### config.mk
export PLATFORM = sky130hd
export DESIGN_NAME = ss_stack
export DESIGN_NICKNAME = d
export VERILOG_FILES = /design/src/rtl/ss_stack.sv
export SDC_FILE = /design/constraint.sdc
export NUM_CORES = 2
export LEC_CHECK = 0
export BUFFER_PORTS_ARGS = -buffer_cell sky130_fd_sc_hd__buf_2
export CAP_MARGIN = 20
export CORE_ASPECT_RATIO = 1.5
export CORE_UTILIZATION = 55
export DETAILED_ROUTE_END_ITERATION = 7
export GPL_TIMING_DRIVEN = 0
export PLACE_DENSITY = 0.67
export SLEW_MARGIN = 30
export SYNTH_ARGS = -nofsm -noshare
export SYNTH_HDL_FRONTEND = slang
export SYNTH_SLANG_ARGS = --single-unit
### constraint.sdc
create_clock -name clk -period 6.32 [get_ports clk]
set_input_delay 0.632 -clock clk [delete_from_list [all_inputs] [get_ports clk]]
set_output_delay 0.632 -clock clk [all_outputs]
set_load 0.1 [all_outputs]
### src/rtl/ss_stack.sv
// ss_stack: hardware data stack holding the entries beneath the eJ32 core's
// TOS register. One operation per cycle (NOP/PUSH/POP/REPL), register-array
// storage, current top entry presented combinationally on s.
// Optional feature macro: STACK_ERR_EN -- when defined, ovf/udf become sticky
// overflow/underflow flags; when undefined they are tied to 0.
module ss_stack #(
    parameter int DEPTH = 64,
    parameter int DW    = 32
) (
    input  logic                     clk,
    input  logic                     rst,
    input  logic [1:0]               op,
    input  logic [DW-1:0]            vi,
    output logic [DW-1:0]            s,
    output logic [$clog2(DEPTH):0]   cnt,
    output logic                     empty,
    output logic                     full,
    output logic                     ovf,
    output logic                     udf
);

    localparam int AW = $clog2(DEPTH);
    localparam int CW = AW + 1;

    typedef enum logic [1:0] {
        OP_NOP  = 2'd0,
        OP_PUSH = 2'd1,
        OP_POP  = 2'd2,
        OP_REPL = 2'd3
    } op_e;

    logic [DW-1:0] mem [DEPTH];
    logic [AW-1:0] push_idx;
    logic [AW-1:0] top_idx;
    logic          do_push;
    logic          do_pop;
    logic          do_repl;
    logic          push_drop;
    logic          pop_drop;

    // Addresses wrap modulo DEPTH; cnt itself saturates and never wraps.
    assign push_idx = cnt[AW-1:0];
    assign top_idx  = cnt[AW-1:0] - AW'(1);

    assign empty = (cnt == '0);
    assign full  = (cnt == CW'(DEPTH));
    assign s     = empty ? '0 : mem[top_idx];

    // Decode the op into qualified actions; REPL on empty degenerates to PUSH,
    // and any unrecognised op value falls through to NOP.
    always_comb begin
        do_push   = 1'b0;
        do_pop    = 1'b0;
        do_repl   = 1'b0;
        push_drop = 1'b0;
        pop_drop  = 1'b0;
        case (op)
            OP_PUSH: begin
                do_push   = !full;
                push_drop = full;
            end
            OP_POP: begin
                do_pop   = !empty;
                pop_drop = empty;
            end
            OP_REPL: begin
                do_repl = !empty;
                do_push = empty;
            end
            default: begin
                do_push = 1'b0;
            end
        endcase
    end

    // Entry count: reset clears it, push/pop step it, REPL leaves it alone.
    always_ff @(posedge clk) begin
        if (!rst) begin
            cnt <= '0;
        end else if (do_push) begin
            cnt <= cnt + CW'(1);
        end else if (do_pop) begin
            cnt <= cnt - CW'(1);
        end
    end

    // Storage array: never cleared, written by push (next slot) or REPL (top).
    always_ff @(posedge clk) begin
        if (rst) begin
            if (do_push) begin
                mem[push_idx] <= vi;
            end else if (do_repl) begin
                mem[top_idx] <= vi;
            end
        end
    end

`ifdef STACK_ERR_EN
    // Sticky error flags, cleared only by reset.
    always_ff @(posedge clk) begin
        if (!rst) begin
            ovf <= 1'b0;
            udf <= 1'b0;
        end else begin
            if (push_drop) begin
                ovf <= 1'b1;
            end
            if (pop_drop) begin
                udf <= 1'b1;
            end
        end
    end
`else
    logic unused_drop;
    assign unused_drop = push_drop | pop_drop;
    assign ovf = 1'b0;
    assign udf = 1'b0;
`endif

endmodule

### After elaboration in Yosys (flattened, before gate mapping)

Memory sizes are Yosys's and may differ from the RTL's.
Cells that the tools add are included.

| word-level totals | value |
|---|---|
| register bits | 7 |
| memories | 1 |
| input port bits | 36 |
| output and inout port bits | 43 |
| bits in writable memories | 2048 |
| word-level logic and storage cells | 30 |

| cells by class | value |
|---|---|
| $add $sub $neg | 3 |
| reduce and logical (&&, ||, !) cells | 5 |
| muxes and demuxes | 16 |
| eq/ne operators | 4 |

Memory list:

| name | words | bits a word | read ports | clocked after Yosys merged registers in | write ports | line | source |
|---|---|---|---|---|---|---|---|
| mem | 64 | 32 | 1 | 0 | 1 | 32 | `logic [DW-1:0] mem [DEPTH];` |

Operators with widths:

| kind | number |
|---|---|
| $mux W32 | 2 |
| $reduce_or A32 Y1 | 1 |
| $mux W7 | 2 |
| $mux W1 | 10 |
| $add A7 B1 Y7 const B | 1 |
| $eq A7 B7 Y1 const B | 1 |
| $logic_not A7 Y1 | 1 |
| $sub A7 B1 Y7 const B | 1 |
| $mux W6 | 1 |
| $sub A6 B1 Y6 const B | 1 |
| $eq A2 B2 Y1 const B | 2 |
| $eq A2 B1 Y1 const B | 1 |
| $logic_not A1 Y1 | 2 |
| $pmux W1 S2 | 1 |
| $reduce_bool A2 Y1 | 1 |

### Longest topological paths before layout

| logic depth | value |
|---|---|
| word-level depth | 9 |
| depth in mapped cells | 19 |
| gate-level depth less buffers | 15 |

### Worst setup path after synthesis

Ideal clock, no wire load.

| path | value |
|---|---|
| kind | reg-to-output |
| start | reg cnt[0] |
| end | out s[31] |
| path buffers | 7 |
| required time | 5.688 ns |
| arrival time | 5.636 ns |
| cell stages (with the launch flop) | 14 |
| path slack | 0.052 ns |
| cells stage by stage | dfxtp_1 > buf_2 > buf_4 > buf_4 > buf_2 > inv_1 > ha_1 > buf_2 > buf_2 > buf_1 > mux4_2 > mux4_2 > mux2i_1 > o21ai_0 |

| on the way | value |
|---|---|
| word-level cells in the longest chain between the ends | 3 |
| elaborated cells between the ends (all ways) | 4 |
| classes of those cells | 1 x add/sub; 1 x mux; 1 x reduce/logical; 1 x memory |

Ends and longest elaborated chain:

| element | line | source |
|---|---|---|
| start: declaration | 15 | `output logic [$clog2(DEPTH):0] cnt,` |
| start signal: assignment | 81 | `cnt <= cnt + CW'(1);` |
| start signal: assignment | 83 | `cnt <= cnt - CW'(1);` |
| $sub A6 B1 Y6 | 43 | `assign top_idx = cnt[AW-1:0] - AW'(1);` |
| via top_idx[0] | 34 | `logic [AW-1:0] top_idx;` |
| $mem_v2 Z64 W32 | n/a |  |
| $mux W32 | 47 | `assign s = empty ? '0 : mem[top_idx];` |
| end: declaration | 14 | `output logic [DW-1:0] s,` |

The timed path passes the listed nets, and every way through them passes these cells.

### Worst setup path in the final report

| path | value |
|---|---|
| start | reg cnt[0] |
| end | out s[3] |

The elaborated chain is that of the path after synthesis.

==> results.txt <==
----------------------------------------------------
[Cells and area]
  Number of nets in the layout ... 4041
  Most used cells in the layout excluding fill and tap cells ... sky130_fd_sc_hd__edfxtp_1, sky130_fd_sc_hd__mux4_2, sky130_fd_sc_hd__nand2_1, sky130_fd_sc_hd__clkbuf_16, sky130_fd_sc_hd__nand3_1
  Syn-to-layout area delta ... 16.81%
  Layout cells sized above 1 ... a little under a third
  Commonest non-fill, non-tap cell in the layout ... sky130_fd_sc_hd__edfxtp_1
  Multi-input logic area ... about 17000 µm²
  Count of non-filler cells in the finished layout ... 6041
  Storage cell area ... between 60000 and 70000 µm²
  Layout fillers ... about 9200

[STA]
  Minimum clock period ... roughly 6.4 ns
  Maximum clock rate ... ~160 MHz
  Count of final max-slew check failures ... 0
  Max-slew headroom at the worst pin ... about 30%
  Setup clock skew after layout ... 0.02322 ns
  Worst slew pin tran ... 1.049 ns
  Period utilization ... 101.0%
  Worst setup slack after layout ... -0.06220 ns
  Final hold violation count ... 0
  Finish-stage setup viols ... 6
  Final-layout worst hold slack ... between 0.2 and 0.3 ns
  Setup repair after global routing missed its margin ... false

[Flow run]
  Max capacitance violation total ... 0

[Worst setup path]
  Register-to-register setup slack ... 0.82 ns
  WP data required ... around 5.7 ns
  Biggest fanout along the worst timing path ... 10
  Type of origin of the critical path ... flip-flop
  R2r startpoint ... cnt[0]$_SDFFE_PN0P_
  CP startpoint ... cnt[0]$_SDFFE_PN0P_
  Kind of capture point of the worst setup path ... output port
  Data arrival time of the worst path ... 5.75 ns
  Crit Path Category ... flip-flop to output port

[Hold path]
  Launch instance of the worst min-delay path ... vi[10]
  Worst hold-check path type ... primary input to flip-flop

[Route]
  Wirelength per Cell ... around 39 µm
  Post-detailed-route DRC marker count ... 0
  Count of routing violations after the opening detailed-route iteration ... ~5900
  Router iterations before antenna repair ... 6
  Number of routed nets with antenna violations ... 0
  Routed vias ... roughly 41000
  DR vias/cell ... 6.719
  DRT Wirelength ... ~230000 µm

[Synthesis]
  Post-Syn Area per Cell ... ~22 µm²
  Post-synthesis sequential element count ... 2055
  Predominant post-synthesis flop cell ... sky130_fd_sc_hd__edfxtp_1
  Unique masters post-synth ... 51
  Number of warnings reported in the yosys synthesis log ... 0
  Cell types with the largest area share after synthesis ... sky130_fd_sc_hd__edfxtp_1, sky130_fd_sc_hd__mux4_2, sky130_fd_sc_hd__nand2_1, sky130_fd_sc_hd__nand3_1, sky130_fd_sc_hd__buf_2
  Instance count of the mapped netlist ... 3592
  Post-synth design cell area ... 79080 µm²
  Library cell with the largest summed area after synthesis ... sky130_fd_sc_hd__edfxtp_1
  Number of enable flip-flop cells after synthesis ... roughly 2000
  Part of the Yosys area used for sequential elements ... 77.94%
  Synth async-reset ratio ... 0%
  Fraction of post-synthesis cell area in the top cell type by area ... between 70% and 80%

[Global route]
  Leftover overflow at the end of global routing ... 0
  Global-route wire length before repair ... 319500 µm
  Antenna violations before repair ... 3
  Overall Global Routing Usage ... between 30% and 40%
  Pin count of the biggest net entering global routing ... 65
  Vias in the first global route ... ~41000

[Status]
  Run status ... finished, violations left
  Violated checks ... negative setup slack

[Clocking]
  CTS root buf ... sky130_fd_sc_hd__clkbuf_16
  Hold Buf Count CTS ... 0
  CTS buffer count ... approximately 180
  Clock slew at the register clock pins of the worst setup and hold paths ... 0.06 ns
  TritonCTS clock tree ... done
  CTS H-tree lvls ... 4
  Sinks on Clock Net ... 2055
  Insertion delay to the later sink of the worst-skew pair ... between 0.8 and 0.9 ns
  Longest Clk Path Bufs ... 3

[Die]
  Chip width ... roughly 310 µm
  Area inside the core boundary ... about 140000 µm²
  Initial core utilization ... a little under three fifths
  Total Die Area ... between 100000 and 150000 µm²
  Die height ... between 400 and 500 µm
  Number of core rows ... 170
  Ports ... 79

[Place]
  Number of I/O port buffers ... 76
  GP Congestion ... approximately 0.95
  Inst Count DP ... approximately 5700
  HPWL after detailed placement ... between 150000 and 200000 µm

----------------------------------------------------
==> worst max-delay path, cell delays in order (launching register included) <==
cell and delay (ns):
sky130_fd_sc_hd__dfxtp_1 0.33, sky130_fd_sc_hd__buf_2 0.19, sky130_fd_sc_hd__buf_4 0.24, sky130_fd_sc_hd__buf_4 0.30
sky130_fd_sc_hd__buf_4 0.34, sky130_fd_sc_hd__inv_1 0.24, sky130_fd_sc_hd__ha_1 0.42, sky130_fd_sc_hd__clkbuf_2 0.32
sky130_fd_sc_hd__buf_6 0.22, sky130_fd_sc_hd__clkbuf_4 0.29, sky130_fd_sc_hd__mux4_2 0.33, sky130_fd_sc_hd__mux4_2 0.60
sky130_fd_sc_hd__mux2i_2 0.39, sky130_fd_sc_hd__o21ai_0 0.37, sky130_fd_sc_hd__buf_6 0.32
==> cells by family after synthesis <==
| kind of cell | after synthesis | synth area share (%) |
|---|---|---|
| compound gates | 126 | 0.9984 |
| xor+xnor | 12 | 0.1519 |
| fa+ha+maj | 8 | 0.1361 |
| other cells | 1 | 0.004742 |
| buf+inv | 203 | 1.201 |
| mux | 590 | 16.33 |
| flops | 2055 | 77.94 |
| simple gates | 597 | 3.234 |
==> layout make-up <==
cell class / count / share of cell area [%]
plain buffers: 193 / 1.248
repair buffers: 219 / 4.538
multi-input cells: 1335 / 18.54
diodes: 4 / 0.01084
inverters: 10 / 0.04064
clock buffers: 216 / 5.184
flip-flops and latches: 2055 / 66.73
clock inverters: 117 / 1.145
well taps: 1892 / 2.563
==> layer usage <==
| layer | share of wire [%] | vias to the layer above | track usage [%] |
|---|---|---|---|
| li1 | - | 15830 | - |
| met1 | 34 | 21440 | 40.57 |
| met2 | 49 | 2714 | 52.48 |
| met3 | 9.7 | 604 | 6.445 |
| met4 | 7.8 | 0 | 21.77 |
| met5 | 0 | - | 0 |
==> sequential cells by signal (all words and copies together) (netlist names) <==
signal and count:
mem 2048, cnt 7
==> metrics by stage <==
stage	setup TNS [ns]	cell area [µm²]	utilization [%]	setup WS, ns
6_report	-0.1642	92370	64.62	-0.06220
5_1_grt	0	92360	64.62	0.003004
4_1_cts	0	92240	64.53	0.004012
3_5_place_dp	-6.945	86020	60.18	-0.4230
3_3_place_gp	-3608.09	81830	57.25	-3.005
2_1_floorplan	0	79090	-	0.05193
==> final timing paths <==
kind | depth (start not counted) | endpoint
setup reg to reg | 16 | mem[29][23]$_DFFE_PP_
setup / recovery | 14 | s[3]
hold reg to reg | 2 | cnt[6]$_SDFFE_PN0P_
hold / removal | 1 | mem[0][10]$_DFFE_PP_
==> synth_stat cells, types with 8 or more instances <==
library cell	instances
sky130_fd_sc_hd__edfxtp_1	2048
sky130_fd_sc_hd__mux4_2	560
sky130_fd_sc_hd__a31oi_1	40
sky130_fd_sc_hd__a21oi_1	30
sky130_fd_sc_hd__or3_1	9
sky130_fd_sc_hd__clkbuf_1	77
sky130_fd_sc_hd__buf_4	27
sky130_fd_sc_hd__o21ai_0	25
sky130_fd_sc_hd__nand4_1	24
sky130_fd_sc_hd__nor2b_1	8
sky130_fd_sc_hd__nand3_1	129
sky130_fd_sc_hd__inv_1	10
sky130_fd_sc_hd__buf_2	69
sky130_fd_sc_hd__nor2_1	71
sky130_fd_sc_hd__mux2i_1	28
sky130_fd_sc_hd__nand2_1	340
sky130_fd_sc_hd__buf_1	20
==> what timing repair did <==
item | CTS | global route
setup buffers | 3 | 0
gates resized for setup | 158 | 51
pin swaps | 1 | 0
gates cloned | 0 | 0
endpoints found under the setup margin | 46 | 29
Power is not shown: default switching activity piles up to over one toggle a cycle in this logic, so the estimate is an artifact.
